===== src/rtl/mc_sequencer.sv =====
// Multicycle instruction sequencer: fetch/decode/exec/wait/writeback/PC update,
// with a go/valid handshake to NUNIT variable-latency units, a watchdog and a retire counter.
module mc_sequencer #(
    parameter int NUNIT   = 4,
    parameter int TIMEOUT = 1023,
    parameter int CNTW    = 32,
    parameter int UW      = (NUNIT > 1) ? $clog2(NUNIT) : 1
) (
    input  logic             clk,
    input  logic             rstn,
    input  logic             mem_ready,
    input  logic             dec_useunit,
    input  logic [UW-1:0]    dec_unit,
    input  logic             dec_wb,
    input  logic             dec_fwb,
    input  logic             dec_branch,
    input  logic             taken,
    input  logic [NUNIT-1:0] unit_valid,
    input  logic             err_clr,
    output logic             fetch_req,
    output logic             irwrite,
    output logic             regwrite,
    output logic             fregwrite,
    output logic             pcen,
    output logic [NUNIT-1:0] unit_go,
    output logic             busy,
    output logic             timeout_err,
    output logic             illegal_err,
    output logic [CNTW-1:0]  retired,
    output logic [2:0]       state
);
    localparam int WDW = $clog2(TIMEOUT + 1);

    typedef enum logic [2:0] {
        S_FETCH  = 3'd0,
        S_DECODE = 3'd1,
        S_EXEC   = 3'd2,
        S_WAIT   = 3'd3,
        S_WB     = 3'd4,
        S_PCUPD  = 3'd5
    } state_t;

    state_t           r_state;
    state_t           w_next;
    logic             r_useunit;
    logic [UW-1:0]    r_unit;
    logic             r_wb;
    logic             r_fwb;
    logic             r_branch;
    logic [WDW-1:0]   r_wdog;
    logic [CNTW-1:0]  r_retired;
    logic             r_timeout_err;
    logic             r_illegal_err;
    logic [NUNIT-1:0] w_sel;
    logic             w_valid;
    logic             w_illegal;
    logic             w_timeout;

    // One-hot decode of the latched unit index; avoids out-of-range indexing.
    always_comb begin
        w_sel = '0;
        for (int unsigned i = 0; i < NUNIT; i++) begin
            w_sel[i] = (r_unit == UW'(i));
        end
    end

    assign w_valid   = |(unit_valid & w_sel);
    assign w_illegal = dec_useunit && (32'(dec_unit) >= 32'(NUNIT));
    assign w_timeout = (r_state == S_WAIT) && !w_valid && (r_wdog == WDW'(TIMEOUT - 1));

    always_comb begin
        w_next = r_state;
        case (r_state)
            S_FETCH:  if (mem_ready) w_next = S_DECODE;
            S_DECODE: begin
                if (w_illegal)              w_next = S_PCUPD;
                else if (dec_useunit)       w_next = S_EXEC;
                else if (dec_wb || dec_fwb) w_next = S_WB;
                else                        w_next = S_PCUPD;
            end
            S_EXEC:   w_next = S_WAIT;
            S_WAIT: begin
                if (w_valid)        w_next = (r_wb || r_fwb) ? S_WB : S_PCUPD;
                else if (w_timeout) w_next = S_FETCH;
            end
            S_WB:     w_next = S_PCUPD;
            S_PCUPD:  w_next = S_FETCH;
            default:  w_next = S_FETCH;
        endcase
    end

    always_ff @(posedge clk or negedge rstn) begin
        if (!rstn) begin
            r_state <= S_FETCH;
        end else begin
            r_state <= w_next;
        end
    end

    always_ff @(posedge clk or negedge rstn) begin
        if (!rstn) begin
            r_useunit <= 1'b0;
            r_unit    <= '0;
            r_wb      <= 1'b0;
            r_fwb     <= 1'b0;
            r_branch  <= 1'b0;
        end else if (r_state == S_DECODE) begin
            r_useunit <= dec_useunit;
            r_unit    <= dec_unit;
            r_wb      <= dec_wb;
            r_fwb     <= dec_fwb;
            r_branch  <= dec_branch;
        end
    end

    // Watchdog saturates at TIMEOUT so it can never wrap back to a small count.
    always_ff @(posedge clk or negedge rstn) begin
        if (!rstn) begin
            r_wdog <= '0;
        end else if (r_state == S_EXEC) begin
            r_wdog <= '0;
        end else if (r_state == S_WAIT && !w_valid && r_wdog != WDW'(TIMEOUT)) begin
            r_wdog <= r_wdog + WDW'(1);
        end
    end

    always_ff @(posedge clk or negedge rstn) begin
        if (!rstn) begin
            r_retired     <= '0;
            r_timeout_err <= 1'b0;
            r_illegal_err <= 1'b0;
        end else begin
            if (r_state == S_PCUPD) r_retired <= r_retired + CNTW'(1);
            r_timeout_err <= w_timeout || (r_timeout_err && !err_clr);
            r_illegal_err <= ((r_state == S_DECODE) && w_illegal) || (r_illegal_err && !err_clr);
        end
    end

    // Fetch strobes are gated by rstn so every output reads 0 while reset is held.
    assign fetch_req   = rstn && (r_state == S_FETCH);
    assign irwrite     = rstn && (r_state == S_FETCH) && mem_ready;
    assign regwrite    = (r_state == S_WB) && r_wb;
    assign fregwrite   = (r_state == S_WB) && r_fwb;
    assign pcen        = (r_state == S_PCUPD) && (!r_branch || taken);
    assign unit_go     = (r_state == S_EXEC) ? w_sel : '0;
    assign busy        = (r_state == S_EXEC) || (r_state == S_WAIT);
    assign timeout_err = r_timeout_err;
    assign illegal_err = r_illegal_err;
    assign retired     = r_retired;
    assign state       = r_state;

    logic w_unused;
    assign w_unused = r_useunit;
endmodule


===== config.mk =====
export PLATFORM = sky130hd
export DESIGN_NAME = mc_sequencer
export DESIGN_NICKNAME = d
export VERILOG_FILES = /design/src/rtl/mc_sequencer.sv
export SDC_FILE = /design/constraint.sdc
export NUM_CORES = 1
export LEC_CHECK = 0
export ABC_AREA = 1
export CAP_MARGIN = 20
export CELL_PAD_IN_SITES_DETAIL_PLACEMENT = 0
export CELL_PAD_IN_SITES_GLOBAL_PLACEMENT = 1
export CORE_MARGIN = 1
export CORE_UTILIZATION = 38
export CTS_BUF_LIST = sky130_fd_sc_hd__clkbuf_8
export DETAILED_ROUTE_END_ITERATION = 10
export PLACE_DENSITY_LB_ADDON = 0.1
export SLEW_MARGIN = 20
export SYNTH_ARGS = -nofsm -noshare
export SYNTH_HDL_FRONTEND = slang
export SYNTH_SLANG_ARGS = --single-unit

===== constraint.sdc =====
create_clock -name clk -period 1.9 [get_ports clk]
set_input_delay 0.475 -clock clk [delete_from_list [all_inputs] [get_ports clk]]
set_output_delay 0.475 -clock clk [all_outputs]
set_load 0.005 [all_outputs]

==> results of run 1 <==
## critical path: stages, from the launching register on
cell and delay (ns):
sky130_fd_sc_hd__dfrtp_1 0.39, sky130_fd_sc_hd__buf_6 0.11, sky130_fd_sc_hd__inv_4 0.04, sky130_fd_sc_hd__nor3_4 0.19, sky130_fd_sc_hd__inv_2 0.09, sky130_fd_sc_hd__nor3_2 0.14, sky130_fd_sc_hd__buf_2 0.13
## placed cells by master (no fill, tap or decap), drive strengths merged, types with 4 or more instances in the layout
cell           count
nand4              9
nand3b             6
xnor2              4
nand3             46
nor2              67
clkdlybuf4s50     50
clkbuf             9
xor2              19
dfrtp             52
buf               20
nand2            144
nor3              13
inv               49
## cell type report
cell class,instances,area share (%)
inverters,50,4.713
well taps,102,3.163
repair buffers,75,16.68
clock buffers,6,2.047
flip-flops and latches,52,32.28
multi-input cells,323,40.87
clock inverters,2,0.2481
## path summary, 6_finish.rpt
kind                              from     endpoint  cells after the start
setup / recovery              state[1]   unit_go[0]                      6
hold / removal                    rstn    r_wdog[5]                      2
setup reg to reg              state[1]  retired[21]                     10
hold reg to reg            illegal_err  illegal_err                      2
max in group asynchronous         rstn     state[0]                      2
min in group clk           illegal_err  illegal_err                      2
## state kept, by name (all words and copies together), names as in the netlist
register     count
timeout_err      1
r_wb             1
r_fwb            1
r_wdog          10
r_branch         1
illegal_err      1
retired         32
state            3
r_unit           2
## what timing repair did
| item | 4_1_cts | 5_1_grt |
|---|---|---|
| buffers inserted | 3 | 1 |
| resized for setup | 30 | 13 |
| pin swaps | 2 | 4 |
| cloned | 0 | 0 |
| endpoints found under the setup margin | 10 | 8 |
| hold endpoints to repair | 0 | 0 |
## kinds of logic (layout without fill, tap and decap cells)
| logic type | count (synthesis) | after routing | synth area share [%] |
|---|---|---|---|
| buffers and inverters | 53 | 133 | 6.527 |
| multiplexers | 1 | 1 | 0.3604 |
| AND/OR/NAND/NOR | 287 | 287 | 42.17 |
| XOR/XNOR | 23 | 23 | 6.448 |
| AO/OA/AOI/OAI | 9 | 9 | 1.642 |
| adder cells (fa/ha/maj) | 3 | 3 | 1.202 |
| flip-flops | 52 | 52 | 41.65 |
## metrics by stage
step | TNS (ns) | setup WS (ns)
2_1_floorplan | 0 | 0.1630
3_3_place_gp | -0.3893 | -0.2261
3_5_place_dp | -0.4062 | -0.2343
4_1_cts | 0 | 0.003945
5_1_grt | -0.1859 | -0.05449
6_report | 0 | 0.02122
## power by group
group,internal [mW],leakage [nW],switching (mW)
Clock,0.292,0.0510,0.381
Sequential,1.25,0.704,0.173
Combinational,0.547,1.14,0.675
## per-layer routing
metal	GRT usage (%)	vias to the layer above
met3	3.284	5
li1	-	1497
met5	0	-
met4	4.231	0
met2	29.63	49
met1	27.43	1334
==> impl.org, run 1 <==
** Outcome
- Result of the run :: complete, no violations

** Timing
- Final setup viols :: 0
- Across the routed clock network, the largest skew measured is around 0.010 ns.
- Hold is met by roughly 0.34 ns.
- Minimum period implied by the final worst setup slack :: approximately 1.9 ns
- Measured against its own limit, the worst slew margin works out to between 50 and 60%.
- Max Transition Viols Final :: 0
- Share of the clock period used by the worst path :: between 90% and 100%
- Unrepaired setup endpoints after global routing :: true
- Achievable frequency :: 0.5323 GHz
- Final-report hold violation count :: 0
- For the pin with the worst max-slew slack, the measured transition is about 0.69 ns.

** Clock tree
- TritonCTS sink count :: 52
- The H-tree was split into 2 levels.
- Count of hold buffers inserted by post-cts repair :: 0
- Number of buffers between clock root and the deepest sink :: 2
- The cell sitting at the root of the clock tree is a sky130_fd_sc_hd__clkbuf_8.
- After clock tree synthesis, the clock-pin slew on the worst setup and hold paths is 0.10 ns.
- CTS tree :: yes
- Total clock buffers created by CTS :: 5
- The clock reaches the later pin of the worst-skew pair after 0.31 ns.

** Synthesis
- During synthesis, Yosys emitted a total of 0 warnings.
- Library cell occupying the most area in the post-synthesis netlist :: sky130_fd_sc_hd__dfrtp_1
- Predominant post-synthesis flop cell :: sky130_fd_sc_hd__dfrtp_1
- In the synthesized netlist, the cells that appear most often are sky130_fd_sc_hd__nand2_1, sky130_fd_sc_hd__nor2_1, sky130_fd_sc_hd__dfrtp_1.
- Async set or reset register ratio after synthesis :: between 90% and 100%
- Top cell type's share of synthesized area :: a little over two fifths
- Cells after synthesis :: 428
- The number of nets in the synthesized netlist is 446.
- The most common cell in the synthesized netlist is sky130_fd_sc_hd__nand2_1.
- Sequential element share of the synthesized area :: a little over two fifths
- In the post-synthesis netlist, the biggest area contributors are sky130_fd_sc_hd__dfrtp_1, sky130_fd_sc_hd__nand2_1, sky130_fd_sc_hd__nor2_1.
- The cell area that synthesis handed to floorplanning was between 0.003 and 0.004 mm2.
- A synthesized cell averages roughly 7.3 um2.
- Synth cell types :: 32
- Yosys mapped a number of flops with a built-in enable equal to 0.
- After synthesis the netlist holds a flip-flop and latch count of between 50 and 60.

** Cells and area
- Diodes inserted :: 0
- Area added between synthesis and finish :: 29.16%
- Cells fill between 50% and 60% of the core in the end.
- Final layout net count :: roughly 530
- Layout filler cell count :: between 800 and 900
- For this run, the number of standard cells in the final layout without fillers is 610.
- Seq. cell area :: 0.001303 mm2
- Cell area after layout :: between 0.004 and 0.005 mm2
- Multi-input gate area :: around 0.0016 mm2
- The post-route netlist has ~14% of its cells at a drive strength greater than 1.

** Global route
- Global route total overflow :: 0
- The first global-routing pass estimated 13.00 mm of wire.
- Global routing used 18.97% of the available tracks.
- Maximum number of pins on one net before global-route repair :: 53
- The number of antenna violations at the first check in global routing came to 0.
- Vias in the first global route :: between 2,000 and 3,000

** Routing
- In this run, the number of DRC markers left after iteration 0 of detailed routing was 104.
- Via Count :: 2,885
- In this run the top signal layer used is met4.
- Post-route met1 wirelength :: ~4 mm
- The routed design has 7.634 mm of wire.
- After detailed routing, the number of remaining DRC violations is 0.
- Summed over all nets, wire length on met3 after detailed routing comes to 279 um.
- Drt via density :: ~4.7
- Once detail routing completed, the nets flagged for antenna violations numbered 0.
- Mean routed wirelength per cell :: between 10 and 15 um
- Wire length on met2 :: 3.289 mm
- Initial DRT Pass Iterations :: 4

** Worst setup path
- STA puts the critical path data required time at approximately 1.4 ns.
- Worst setup EP type :: output pin
- By startpoint and endpoint, the worst setup path is classified as flip-flop to output pin.
- Internal reg-to-reg setup slack :: ~0.18 ns
- Critical path arrival :: around 1.4 ns
- Launching element type of the critical path :: flip-flop
- In this run the worst path has a maximum fanout of 5.

** Floorplan
- After floorplanning, the core was divided into 32 placement rows.
- The total area inside the core boundary comes to roughly 0.0078 mm2.
- In this run the count of I/O pins placed on the die edge is 62.
- Initial cell density of the core :: about two fifths
- The die is just over 90 um wide.
- The die covers 0.008589 mm2.
- Chip height :: 92.68 um

** Run
- The tool flagged a number of max-cap violations equal to 0.

** Power
- For this design the ratio of total power to cell area is about 820 mW/mm2.
- For this design the static power due to leakage is between 1.5 and 2 nW.
- Maximum ir drop on the vdd rail :: around 0.0005 V
- Total power after layout :: roughly 3.3 mW

** Placed design
- Post-placement cell area :: between 0.003 and 0.004 mm2
- Number of cells after detailed placement :: ~600
- Final GP Congestion :: roughly 0.81
- HPWL after detailed placement :: approximately 5.7 mm
- IO buf count :: slightly above 60

** Min path
- The path class of the tightest hold or removal check is primary input to async pin.
No activity file was read; power rests on OpenSTA's default activity.
==> run 2: changes to the inputs <==
--- a/config.mk
+++ b/config.mk
@@ -10,9 +10,10 @@
 export CELL_PAD_IN_SITES_DETAIL_PLACEMENT = 0
 export CELL_PAD_IN_SITES_GLOBAL_PLACEMENT = 1
 export CORE_MARGIN = 1
-export CORE_UTILIZATION = 38
+export CORE_UTILIZATION = 47
 export CTS_BUF_LIST = sky130_fd_sc_hd__clkbuf_8
 export DETAILED_ROUTE_END_ITERATION = 10
+export DONT_BUFFER_PORTS = 1
 export PLACE_DENSITY_LB_ADDON = 0.1
 export SLEW_MARGIN = 20
 export SYNTH_ARGS = -nofsm -noshare
==> constraint.sdc (replaced) <==
create_clock -name clk -period 1.9 [get_ports clk]
set_input_delay 0.38 -clock clk [delete_from_list [all_inputs] [get_ports clk]]
set_output_delay 0.38 -clock clk [all_outputs]
set_load 0.005 [all_outputs]
==> run 2 against run 1 <==
Effect of this change: clock skew decreased by 0.0013 ns; sequential cell count unchanged; total power decreased by 12%; combinational power decreased by 34%; core utilization increased by 1.2 points; global-route usage increased by 3.2 points; critical path depth decreased by 3; register-to-register slack improved by 0.09 ns.
==> impl.org, run 2 (synthesis gave the netlist of run 1 again) <==
** Worst setup path
- Largest fanout of any net on the critical path :: 16 (was 5)
- Internal reg-to-reg setup slack :: 0.27 ns (was 0.18 ns)
- The maximum cell stage delay along the critical path is 0.49 ns (was 0.39 ns).
- By instance count, the cell type seen most on the critical path is sky130_fd_sc_hd__nor3_2.
- Sequence of cells on the critical path :: nor3_2 > inv_4 > nor3_2 (was buf_6 > inv_4 > nor3_4 > inv_2 > nor3_2 > buf_2)
- The critical path's slowest cell is sky130_fd_sc_hd__dfrtp_1 (unchanged).
- Critical path arrival :: 1.45 ns (was 1.40 ns)
- The origin of the critical flop-to-flop path was r_wdog[1] (was state[1]).
- Launch point of the critical path :: state[0] (was state[1])
- The depth of the worst register-to-register path is 9 (was 10).
- Classification of the worst setup path :: flip-flop to output pin (unchanged)
- The termination of the worst setup path is unit_go[3] (was unit_go[0]).
- Critical path data required time :: 1.52 ns (was 1.42 ns)
- Worst setup EP type :: output pin (unchanged)
- The type of element launching the critical path is a flip-flop (unchanged).
- The destination of the worst register-to-register timing path was r_wdog[2] (was retired[21]).

** Clock tree
- The H-tree depth was 2 (unchanged).
- The CTS root buffer was sky130_fd_sc_hd__clkbuf_8 (unchanged).
- The clock latency at the later pin of the worst-skew pair was 0.31 ns (about the same).
- Number of buffers between clock root and the deepest sink :: 2 (unchanged)
- The total CTS buffers is 5 (unchanged).
- Clock transition at the registers of the reported paths :: 0.10 ns (about the same)
- TritonCTS sink count :: 52 (unchanged)
- CTS tree :: yes (unchanged)

** Global route
- The maximum number of pins on one net before global-route repair came to 53 (unchanged).
- The global-route usage over all layers was 22.18% (was 18.97%).
- Antenna violations before repair :: 1 (was 0)
- The number of global-route vias before repair is 2,555 (was 2,799).
- The remaining global-route overflow is 0 (unchanged).
- First-pass GRT wire length :: 12.43 mm (was 13.00 mm)

** Min path
- The type of the tightest min-delay check is primary input to flip-flop (was primary input to async pin).

** Cells and area
- The number of flip-flops in the largest register was 32 (unchanged).
- Layout filler cell count :: 631 (was 843)
- The share of cells above drive strength 1 came to 10.73% (was 14.17%).
- The most common library cell in the layout ignoring fill and taps is sky130_fd_sc_hd__nand2_1 (unchanged).
- Cell area after layout :: 0.003363 mm2 (was 0.004035 mm2)
- Highest-count cells in the layout ignoring fill and taps :: sky130_fd_sc_hd__nand2_1, sky130_fd_sc_hd__nor2_1, sky130_fd_sc_hd__dfrtp_1 (unchanged)
- Diodes inserted :: 0 (unchanged)
- The final-stage net count was 455 (was 525).
- Area added between synthesis and finish :: 7.649% (was 29.16%)

** Routing
- The length of routed met2 wiring is 3.090 mm (was 3.289 mm).
- The top routing layer in use was met4 (unchanged).
- Drt via density :: 5.128 (was 4.730)
- The DRC violations left came to 0 (unchanged).
- The post-route antenna net violation count is 0 (unchanged).
- Metal3 WL :: 426 um (was 279 um)
- The first-pass iteration count of the detailed router was 4 (unchanged).
- Post-route met1 wirelength :: 3.546 mm (was 3.994 mm)
- Initial DRC Count :: 112 (was 104)
- Mean routed wirelength per cell :: 13.86 um (was 12.51 um)
- Final wirelength :: 7.138 mm (was 7.634 mm)
- The total number of vias was 2,641 (was 2,885).

** Power
- Power Density :: 872.4 mW/mm2 (was 821.8 mW/mm2)
- The internal power was 1.791 mW (was 2.088 mW).
- The sequential share of power is 49.6% (was 42.9%).
- Logic gate share of total power :: 27.4% (was 36.8%)
- Power share of the clock group :: 23.0% (was 20.3%)
- The switching portion of total power came to 38.97% (was 37.05%).
- Total net switching power :: 1.143 mW (was 1.229 mW)
- Total power after layout :: 2.934 mW (was 3.316 mW)
- Maximum ir drop on the vdd rail :: 0.0005626 V (was 0.0005033 V)
- Leakage component of the power :: 1.618 nW (was 1.895 nW)

** Placed design
- Worst slack after detailed placement :: 0.2888 ns (was -0.2343 ns)
- The area of placed instances came to 0.003227 mm2 (was 0.003916 mm2).
- HPWL after detailed placement :: 5.370 mm (was 5.744 mm)
- The final weighted congestion in routability-driven placement was 0.7970 (was 0.8106).
- IO buf count :: 0 (was 61)

** Run
- Max-cap viol count :: 0 (unchanged)

** Timing
- Achievable frequency :: 0.5459 GHz (was 0.5323 GHz)
- The slew at the pin closest to its max-slew limit came to 0.3883 ns (was 0.6867 ns).
- Minimum period implied by the final worst setup slack :: 1.832 ns (was 1.879 ns)
- The max-slew violation count is 0 (unchanged).
- Clk_skew :: 0.008705 ns (was 0.01003 ns)
- The final worst setup slack came to 0.06823 ns (was 0.02122 ns).
- Final setup viols :: 0 (unchanged)
- Relative slew margins :: 73.97% (was 54.22%)
- Final-report hold violation count :: 0 (unchanged)
- Unrepaired setup endpoints after global routing :: true (unchanged)
- Share of the clock period used by the worst path :: 96.41% (was 98.88%)

** Floorplan
- Std-Cell Rows :: 29 (was 32)
- Floorplan die width :: 83.53 um (was 92.68 um)
- The number of top-level pins was 62 (unchanged).
- The effective utilization at floorplan came to 48.92% (was 39.81%).
- Core region area :: 0.006386 mm2 (was 0.007848 mm2)
- Area of the die :: 0.006977 mm2 (was 0.008589 mm2)
- The vertical die dimension is 83.53 um (was 92.68 um).

** Outcome
- Result of the run :: complete, no violations (unchanged)
[run 2: cell types whose count changed in the layout (fill, tap and decap cells not counted), moves of 2 or more]
cell | previous run | this run
sky130_fd_sc_hd__buf_4 | 13 | 3
sky130_fd_sc_hd__buf_2 | 6 | 0
sky130_fd_sc_hd__clkbuf_2 | 3 | 0
sky130_fd_sc_hd__clkinv_2 | 2 | 0
sky130_fd_sc_hd__clkinv_4 | 0 | 2
sky130_fd_sc_hd__clkdlybuf4s50_1 | 50 | 0
sky130_fd_sc_hd__nand2_1 | 139 | 141
sky130_fd_sc_hd__nor2_1 | 57 | 59
sky130_fd_sc_hd__nand2_2 | 4 | 2
[run 2: worst min path at each step]
stage                  from     endpoint  slack [ns]  cells after the start
floorplan              rstn  illegal_err        0.08                      0
global placement       rstn    r_wdog[5]        0.09                      0
detailed placement     rstn    r_wdog[2]        0.09                      0
CTS                 err_clr  illegal_err        0.09                      1
global route        err_clr  illegal_err        0.09                      1
finish              err_clr  illegal_err        0.11                      1
[run 2: through the flow]
step	util [%]	setup TNS [ns]	instances	hold slack, ns
after floorplan	-	0	428	0.08441
after global placement	50.53	0	505	0.08586
after detailed placement	50.53	0	505	0.08586
after CTS	52.61	0	515	0.09326
after global routing	52.66	-0.03149	515	0.09254
final	52.66	0	515	0.1110
[run 2: power by group through the flow]
stage / combinational (mW) / clock (mW) / sequential, mW
after floorplan: 0.627 / 0 / 1.43
after CTS: 0.812 / 0.712 / 1.45
after global placement: 0.762 / 0 / 1.47
final: 0.803 / 0.675 / 1.46
after global routing: 0.919 / 0.743 / 1.48
after detailed placement: 0.780 / 0 / 1.48
[run 2: layer usage]
| layer | vias to the layer above | GRT usage (%) |
|---|---|---|
| met5 | - | 0 |
| met4 | 0 | 5.393 |
| met3 | 7 | 6.330 |
| met2 | 57 | 34.05 |
| met1 | 1210 | 31.06 |
| li1 | 1367 | - |
[run 2: timing repair]
action                                  in CTS  in global routing
endpoints found under the setup margin       0                  5
setup buffers                                0                  0
hold buffers                                 2                  0
endpoints found under the hold margin       52                  0
resized for setup                            0                  2
[run 2: cell type report]
type / count / area, um2 / area share, %
Clock inverter: 3 / 26.28 / 0.7812
Tap cell: 77 / 96.34 / 2.865
Clock buffer: 5 / 68.82 / 2.046
Inverter: 50 / 190.2 / 5.655
Multi-Input combinational cell: 323 / 1619 / 48.14
Sequential cell: 52 / 1303 / 38.73
Timing Repair Buffer: 5 / 60.06 / 1.786
[run 2: worst max-delay path, delay by kind of cell, from the launching register on]
kind / cells / cell delay, ns
and+or+nand+nor: 2 / 0.49
DFF: 1 / 0.49
buffers and inverters: 1 / 0.16
